File: config.mk
export PLATFORM = sky130hd
export DESIGN_NAME = seq_mul_div_flat
export DESIGN_NICKNAME = d
export VERILOG_FILES = /design/src/rtl/md_pkg.sv /design/src/rtl/seq_mul_div_if.sv /design/src/rtl/md_sign_fix.sv /design/src/rtl/seq_mul_div.sv /design/src/flat_wrapper.sv
export SDC_FILE = /design/constraint.sdc
export NUM_CORES = 1
export LEC_CHECK = 0
export ABC_CLOCK_PERIOD_IN_PS = 5450
export BUFFER_PORTS_ARGS = -buffer_cell sky130_fd_sc_hd__buf_2
export CORE_ASPECT_RATIO = 2
export CORE_UTILIZATION = 45
export CTS_CLUSTER_DIAMETER = 150
export DETAILED_ROUTE_END_ITERATION = 12
export GPL_TIMING_DRIVEN = 0
export PLACE_DENSITY = 0.65
export RECOVER_POWER = 50
export SLEW_MARGIN = 5
export SYNTH_ARGS = -nofsm -noshare
export SYNTH_HDL_FRONTEND = slang
export SYNTH_SLANG_ARGS = --single-unit
File: constraint.sdc
create_clock -name clock -period 5.45 [get_ports clock]
set_input_delay 0.545 -clock clock [delete_from_list [all_inputs] [get_ports clock]]
set_output_delay 0.545 -clock clock [all_outputs]
set_load 0.1 [all_outputs]
File: src/rtl/md_pkg.sv
// Shared opcodes, FSM state type and sizing helper for the sequential multiply/divide unit.
package md_pkg;

    localparam logic OP_MUL = 1'b0;
    localparam logic OP_DIV = 1'b1;

    typedef enum logic [1:0] {
        IDLE = 2'd0,
        RUN  = 2'd1,
        FIX  = 2'd2,
        DONE = 2'd3
    } md_state_e;

    // Counter must hold 0..width inclusive.
    function automatic int unsigned cnt_width(input int unsigned width);
        return int'($clog2(width + 1));
    endfunction

endpackage

File: src/rtl/seq_mul_div_if.sv
// Request/result bundle between the control unit and the multiply/divide unit.
interface seq_mul_div_if #(
    parameter int unsigned WIDTH = 32
);
    logic             start;
    logic             op;
    logic [WIDTH-1:0] input_a;
    logic [WIDTH-1:0] input_b;
    logic             busy;
    logic             done;
    logic [WIDTH-1:0] result_hi;
    logic [WIDTH-1:0] result_lo;
    logic             div_zero;

    modport master (
        output start, op, input_a, input_b,
        input  busy, done, result_hi, result_lo, div_zero
    );

    modport slave (
        input  start, op, input_a, input_b,
        output busy, done, result_hi, result_lo, div_zero
    );
endinterface

File: src/rtl/md_sign_fix.sv
// Conditional two's-complement negate, used for operand magnitudes and result sign correction.
module md_sign_fix #(
    parameter int unsigned WIDTH = 32
) (
    input  logic [WIDTH-1:0] value,
    input  logic             negate,
    output logic [WIDTH-1:0] result_c
);
    assign result_c = negate ? (~value + WIDTH'(1)) : value;
endmodule

File: src/rtl/seq_mul_div.sv
// Multi-cycle signed multiply (radix-2 Booth) / divide (restoring) unit with HI/LO result.
// Optional macro MD_DIVZERO_FLAG_EN drives div_zero on a zero-divisor divide.
module seq_mul_div
    import md_pkg::*;
#(
    parameter int unsigned WIDTH = 32
) (
    input  logic          clock,
    input  logic          reset,
    seq_mul_div_if.slave  md
);
    localparam int unsigned W     = WIDTH;
    localparam int unsigned AW    = 2 * WIDTH + 1;
    localparam int unsigned CNT_W = cnt_width(WIDTH);

    md_state_e        state, state_n;
    logic             op_q;
    logic [W-1:0]     a_q, b_q;
    logic [AW-1:0]    acc;
    logic [CNT_W-1:0] cnt;
    logic             busy_q, done_q;
    logic [W-1:0]     hi_q, lo_q;

    logic             accept_c, load_c, step_c, fix_c;
    logic             busy_n, done_n;

    logic [W-1:0]     a_abs_c, b_abs_c, quot_c, rem_c;
    logic [W:0]       booth_sum_c, trial_c;
    logic [AW-1:0]    booth_next_c, div_shift_c, div_next_c;

    // Next-state and control strobes
    always_comb begin
        state_n  = state;
        accept_c = 1'b0;
        load_c   = 1'b0;
        step_c   = 1'b0;
        fix_c    = 1'b0;
        case (state)
            IDLE, DONE: begin
                if (md.start) begin
                    accept_c = 1'b1;
                    state_n  = RUN;
                end else begin
                    state_n  = IDLE;
                end
            end
            RUN: begin
                if (cnt == '0) load_c = 1'b1;
                else           step_c = 1'b1;
                if (cnt == CNT_W'(W)) state_n = FIX;
            end
            FIX: begin
                fix_c   = 1'b1;
                state_n = DONE;
            end
            default: state_n = IDLE;
        endcase
        busy_n = (state_n == RUN) || (state_n == FIX);
        done_n = (state_n == DONE);
    end

    always_ff @(posedge clock) begin
        if (reset) begin
            state  <= IDLE;
            busy_q <= 1'b0;
            done_q <= 1'b0;
        end else begin
            state  <= state_n;
            busy_q <= busy_n;
            done_q <= done_n;
        end
    end

    md_sign_fix #(.WIDTH(W)) u_a_mag (.value(a_q), .negate(a_q[W-1]), .result_c(a_abs_c));
    md_sign_fix #(.WIDTH(W)) u_b_mag (.value(b_q), .negate(b_q[W-1]), .result_c(b_abs_c));
    md_sign_fix #(.WIDTH(W)) u_q_fix (.value(acc[W-1:0]), .negate(a_q[W-1] ^ b_q[W-1]),
                                      .result_c(quot_c));
    md_sign_fix #(.WIDTH(W)) u_r_fix (.value(acc[2*W-1:W]), .negate(a_q[W-1]), .result_c(rem_c));

    // Booth: acc = {A, Q, q_-1}; W+1-bit sum keeps the true sign for the arithmetic shift
    always_comb begin
        case (acc[1:0])
            2'b01:   booth_sum_c = {acc[AW-1], acc[AW-1:W+1]} + {a_q[W-1], a_q};
            2'b10:   booth_sum_c = {acc[AW-1], acc[AW-1:W+1]} - {a_q[W-1], a_q};
            default: booth_sum_c = {acc[AW-1], acc[AW-1:W+1]};
        endcase
        booth_next_c = {booth_sum_c, acc[W:1]};
    end

    // Restoring divide: acc = {R[W:0], Q[W-1:0]}
    always_comb begin
        div_shift_c = {acc[AW-2:0], 1'b0};
        trial_c     = div_shift_c[AW-1:W] - {1'b0, b_abs_c};
        div_next_c  = trial_c[W] ? div_shift_c : {trial_c, div_shift_c[W-1:1], 1'b1};
    end

    always_ff @(posedge clock) begin
        if (reset) begin
            op_q <= OP_MUL;
            a_q  <= '0;
            b_q  <= '0;
            acc  <= '0;
            cnt  <= '0;
            hi_q <= '0;
            lo_q <= '0;
        end else begin
            if (accept_c) begin
                op_q <= md.op;
                a_q  <= md.input_a;
                b_q  <= md.input_b;
                cnt  <= '0;
            end else if (state == RUN) begin
                cnt  <= cnt + CNT_W'(1);
            end

            if (load_c) begin
                acc <= (op_q == OP_MUL) ? {{W{1'b0}}, b_q, 1'b0}
                                        : {{(W+1){1'b0}}, a_abs_c};
            end else if (step_c) begin
                acc <= (op_q == OP_MUL) ? booth_next_c : div_next_c;
            end

            if (fix_c) begin
                if (op_q == OP_MUL) begin
                    hi_q <= acc[AW-1:W+1];
                    lo_q <= acc[W:1];
                end else if (b_q == '0) begin
                    hi_q <= a_q;
                    lo_q <= '1;
                end else begin
                    hi_q <= rem_c;
                    lo_q <= quot_c;
                end
            end
        end
    end

`ifdef MD_DIVZERO_FLAG_EN
    logic dz_q;

    always_ff @(posedge clock) begin
        if (reset)         dz_q <= 1'b0;
        else if (accept_c) dz_q <= 1'b0;
        else if (fix_c)    dz_q <= (op_q == OP_DIV) && (b_q == '0);
    end

    assign md.div_zero = dz_q;
`else
    assign md.div_zero = 1'b0;
`endif

    assign md.busy      = busy_q;
    assign md.done      = done_q;
    assign md.result_hi = hi_q;
    assign md.result_lo = lo_q;

endmodule
File: src/flat_wrapper.sv
// flat-port wrapper written by rule: the top's interface ports become plain ports
module seq_mul_div_flat import md_pkg::*;
#(
    parameter int unsigned WIDTH = 32
)
  (clock, reset, md_start, md_op, md_input_a, md_input_b, md_busy, md_done, md_result_hi, md_result_lo, md_div_zero);
  seq_mul_div_if #(.WIDTH(WIDTH)) md_i ();
  input  logic clock;
  input  logic reset;
  input wire logic [$bits(md_i.start)-1:0] md_start;
  input wire logic [$bits(md_i.op)-1:0] md_op;
  input wire logic [$bits(md_i.input_a)-1:0] md_input_a;
  input wire logic [$bits(md_i.input_b)-1:0] md_input_b;
  output wire logic [$bits(md_i.busy)-1:0] md_busy;
  output wire logic [$bits(md_i.done)-1:0] md_done;
  output wire logic [$bits(md_i.result_hi)-1:0] md_result_hi;
  output wire logic [$bits(md_i.result_lo)-1:0] md_result_lo;
  output wire logic [$bits(md_i.div_zero)-1:0] md_div_zero;
  assign md_i.start = md_start;
  assign md_i.op = md_op;
  assign md_i.input_a = md_input_a;
  assign md_i.input_b = md_input_b;
  assign md_busy = md_i.busy;
  assign md_done = md_i.done;
  assign md_result_hi = md_i.result_hi;
  assign md_result_lo = md_i.result_lo;
  assign md_div_zero = md_i.div_zero;
  seq_mul_div #(.WIDTH(WIDTH)) u_core (.clock(clock), .reset(reset), .md(md_i));
endmodule
==> results_dict.tcl <==
set metrics [dict create \
    vias 18800 \
    synth_compound_area_share_pct 26.9 \
    diodes 0 \
    syn_nets 2441 \
    internal_power_w 0.00312 \
    yosysSeqAreaShare_pct 24.9 \
    cts_tree "yes" \
    synth-simple-area-share_pct 23.6 \
    insertion_delay_ps 560 \
    cp_data_arrival_time_ps 5900 \
    port-buffer-count 132 \
    finalNetCount 2627 \
    grt_pass1_wl_mm 117 \
    root_buffer "clkbuf_16" \
    clock_path_buffers 3 \
    finalPower_w 0.00527 \
    rows 98 \
    syn_area_per_cell_um2 7.13 \
    drive_gt1_share_pct 9.70 \
    synth_area_mm2 0.0164 \
    drt-total-wl_mm 81.7 \
    die_h_um 272 \
    synth_cell_type_count 78 \
    ys_seq_elements 204 \
    remaining_drc_errors 0 \
    layout_min_cycle_time_ps 5520 \
    cpMaxStageDelayCell "or4_4" \
    grt_antenna_before_repair 4 \
    grt_usage_pct 43.8 \
    cts_num_sinks 204 \
    cp_max_fo 6 \
    htree_levels 1 \
    seq_area_mm2 0.00410 \
    synth_top_area_share_pct 24.9 \
    dr.first_iter.drc_count 1453 \
    hold_ws_ps 229 \
    p_seq_share_pct 31.1 \
    yosys-top-cells-area "dfxtp_1 (25%), nand2_1 (8.6%), a21oi_1 (7.3%)" \
    synth_edf_count 0 \
    avgViaCountPerCell 6.37 \
    hp-class "input pin to register" \
    cts_made_buffers 22 \
    irDropWorstVdd_mv 0.300 \
    start_util_pct 45.7 \
    pin_count 135 \
    grt_max_degree 14 \
    dp_slack_ps -2820 \
    yosys.area.top_type "dfxtp_1" \
    gr-total-overflow 0 \
    synthMuxAreaShare_pct 2.67 \
    die_w_um 137 \
    clock_power_share_pct 29.4 \
    place_hpwl_mm 63.5 \
    syn_inst 2295 \
    critical_path.startpoint_type "register" \
    final_cell_mix "nand2_1 (374), a21oi_1 (237), clkbuf_1 (229)" \
    swShare_pct 40.9 \
    setup-violations-final 4 \
    dieArea_mm2 0.0372 \
    mostFrequentLayoutCell "nand2_1" \
    synth_xor_area_share_pct 10.3 \
    max_stage_delay_ps 580 \
    rsz0062_at_grt "true" \
    synth_top_family_by_area "compound AO/OA/AOI/OAI gates" \
    synth_fa_ha_area_share_pct 6.05 \
    comb_power_share_pct 39.4 \
    worst_pin_slew_ps 1540 \
    grt_pass1_vias 18500 \
    status "finished with violations" \
    final_antenna_net_count 0 \
    cap_violations 1 \
    core_mm2 0.0358 \
    max_freq_mhz 181 \
    ys.flop_type "dfxtp_1" \
    p_per_area_mw_per_mm2 277 \
    wl_per_cell_um 27.8 \
    fillers 3641 \
    failed_checks "capacitance limit, slew limit, setup timing" \
    relSlewSlack_pct -3.91 \
    hold_viol_final 0 \
    worstSetupEndpointType "register" \
    path_class "register to register" \
    clk_pin_slew_ps 60 \
    period_share_pct 101 \
    maxSlewViolCount 3 \
    multi_input_area_mm2 0.0118 \
    finalWorstSetupSlack_ps -68.7 \
    cp_cell_sequence "or4_4 > nor4_4 > buf_4 > nand2b_1 > o41ai_1 > xor2_1 > ha_2 > a21oi_1 > o21ai_2 > or3b_4 > o221ai_4 > o21ai_2 > a21o_1 > a21o_1 > ha_4 > clkbuf_16 > buf_12 > mux2i_4 > mux2i_1 > a22oi_1 > nor2_1" \
    crit_required_ps 5830 \
    synthArstFlopShare_pct 0 \
    finalClockSkew_ps 24.4 \
    p_switching_w 0.00216 \
    first_pass_iters 6 \
    yosysWarnings 0 \
    syn2layout_area_growth_pct 16.2 \
    p_leak_nw 7.00 \
    gp_congestion 1.00 \
    hold_buffers 0 \
]
state kept, by name, indices dropped and copies added, names as in the netlist:
register / count
u_core.cnt: 6
u_core.state: 2
u_core.acc: 65
u_core.op_q: 1
u_core.md.busy: 1
u_core.b_q: 32
u_core.md.result_lo: 32
u_core.md.result_hi: 32
u_core.a_q: 32
u_core.md.done: 1
through the flow:
stage                     area, um2  std cells  utilization [%]  setup TNS, ps
after CTS                     18800       2936             52.6           -140
after detailed placement      17600       2877             49.2         -78420
after global routing          19000       2945             53.1           -808
final                         19000       2945             53.1           -112
after global placement        17600       2877             49.2         -76580
after floorplan               16400       2295                -              0
worst max-delay path: cells and delay by family, from the launching register on:
kind / cells / cell delay (ps)
compound gates: 8 / 1660
simple gates: 5 / 1440
fa+ha+maj: 2 / 710
buf+inv: 3 / 480
flops: 1 / 380
mux: 2 / 380
xor+xnor: 1 / 300
power by group through the flow:
stage               Combinational [W]  Clock [W]  Sequential [W]
floorplan                     0.00123          0         0.00163
global placement              0.00181          0         0.00166
detailed placement            0.00182          0         0.00166
CTS                           0.00196    0.00154         0.00163
global route                  0.00219    0.00160         0.00164
finish                        0.00208    0.00155         0.00164
timing repair:
action	4_1_cts	5_1_grt
resized for setup	77	46
gates cloned	1	0
pin swaps	27	31
setup buffers	21	9
endpoints found under the setup margin	34	34
cells in the mapped netlist, types with 4 or more instances:
library cell,count
a211oi_1,88
a21boi_0,5
a21o_1,30
a21oi_1,240
a221oi_1,4
a22o_1,5
a22oi_1,6
a311oi_1,24
a31oi_1,13
and2_1,8
and3_1,7
buf_1,22
clkbuf_1,165
dfxtp_1,204
ha_1,76
inv_1,45
mux2_2,6
mux2i_1,28
mux4_2,4
nand2_1,376
nand2b_1,50
nand3_1,30
nand4_1,11
nor2_1,205
nor2b_1,22
nor3_1,59
nor4_1,21
o2111ai_1,4
o211ai_1,32
o21a_1,9
o21ai_0,126
o21bai_1,9
o221ai_1,4
o22ai_1,9
o31a_1,4
o31ai_1,39
o41ai_1,20
or2_2,7
or3_1,18
or4_1,11
xnor2_1,106
xor2_1,87
logic make-up (layout without fill, tap and decap cells):
family	Yosys count	after routing
buf+inv	238	438
xor+xnor	193	193
flops	204	204
fa+ha+maj	78	78
compound gates	693	693
mux	38	38
simple gates	850	850
other cells	1	1
per-layer routing:
| layer | GRT usage, % | vias up | part of all wire (%) |
|---|---|---|---|
| li1 | - | 8497 | - |
| met1 | 41.7 | 8737 | 32 |
| met2 | 74.0 | 1046 | 48 |
| met3 | 10.6 | 475 | 7.9 |
| met4 | 44.3 | 8 | 12 |
| met5 | 0 | - | 0.069 |
final timing paths:
path              depth (start not counted)                    start                       to  slack, ps
setup reg to reg                         21           u_core.b_q[14]           u_core.acc[42]        -70
hold / removal                            3           md_input_b[28]           u_core.b_q[28]        230
hold reg to reg                           2  u_core.md.result_lo[12]  u_core.md.result_lo[12]        480
setup / recovery                         21           u_core.b_q[14]           u_core.acc[42]        -70
final cells by class:
type	instances	share of cell area (%)
multi-input cells	1853	62.3
clock inverters	8	0.243
plain buffers	190	4.10
clock buffers	30	3.48
flip-flops and latches	204	21.6
inverters	47	0.954
repair buffers	163	4.45
well taps	450	2.96
Note: power is estimated with default switching activity, not from simulation.
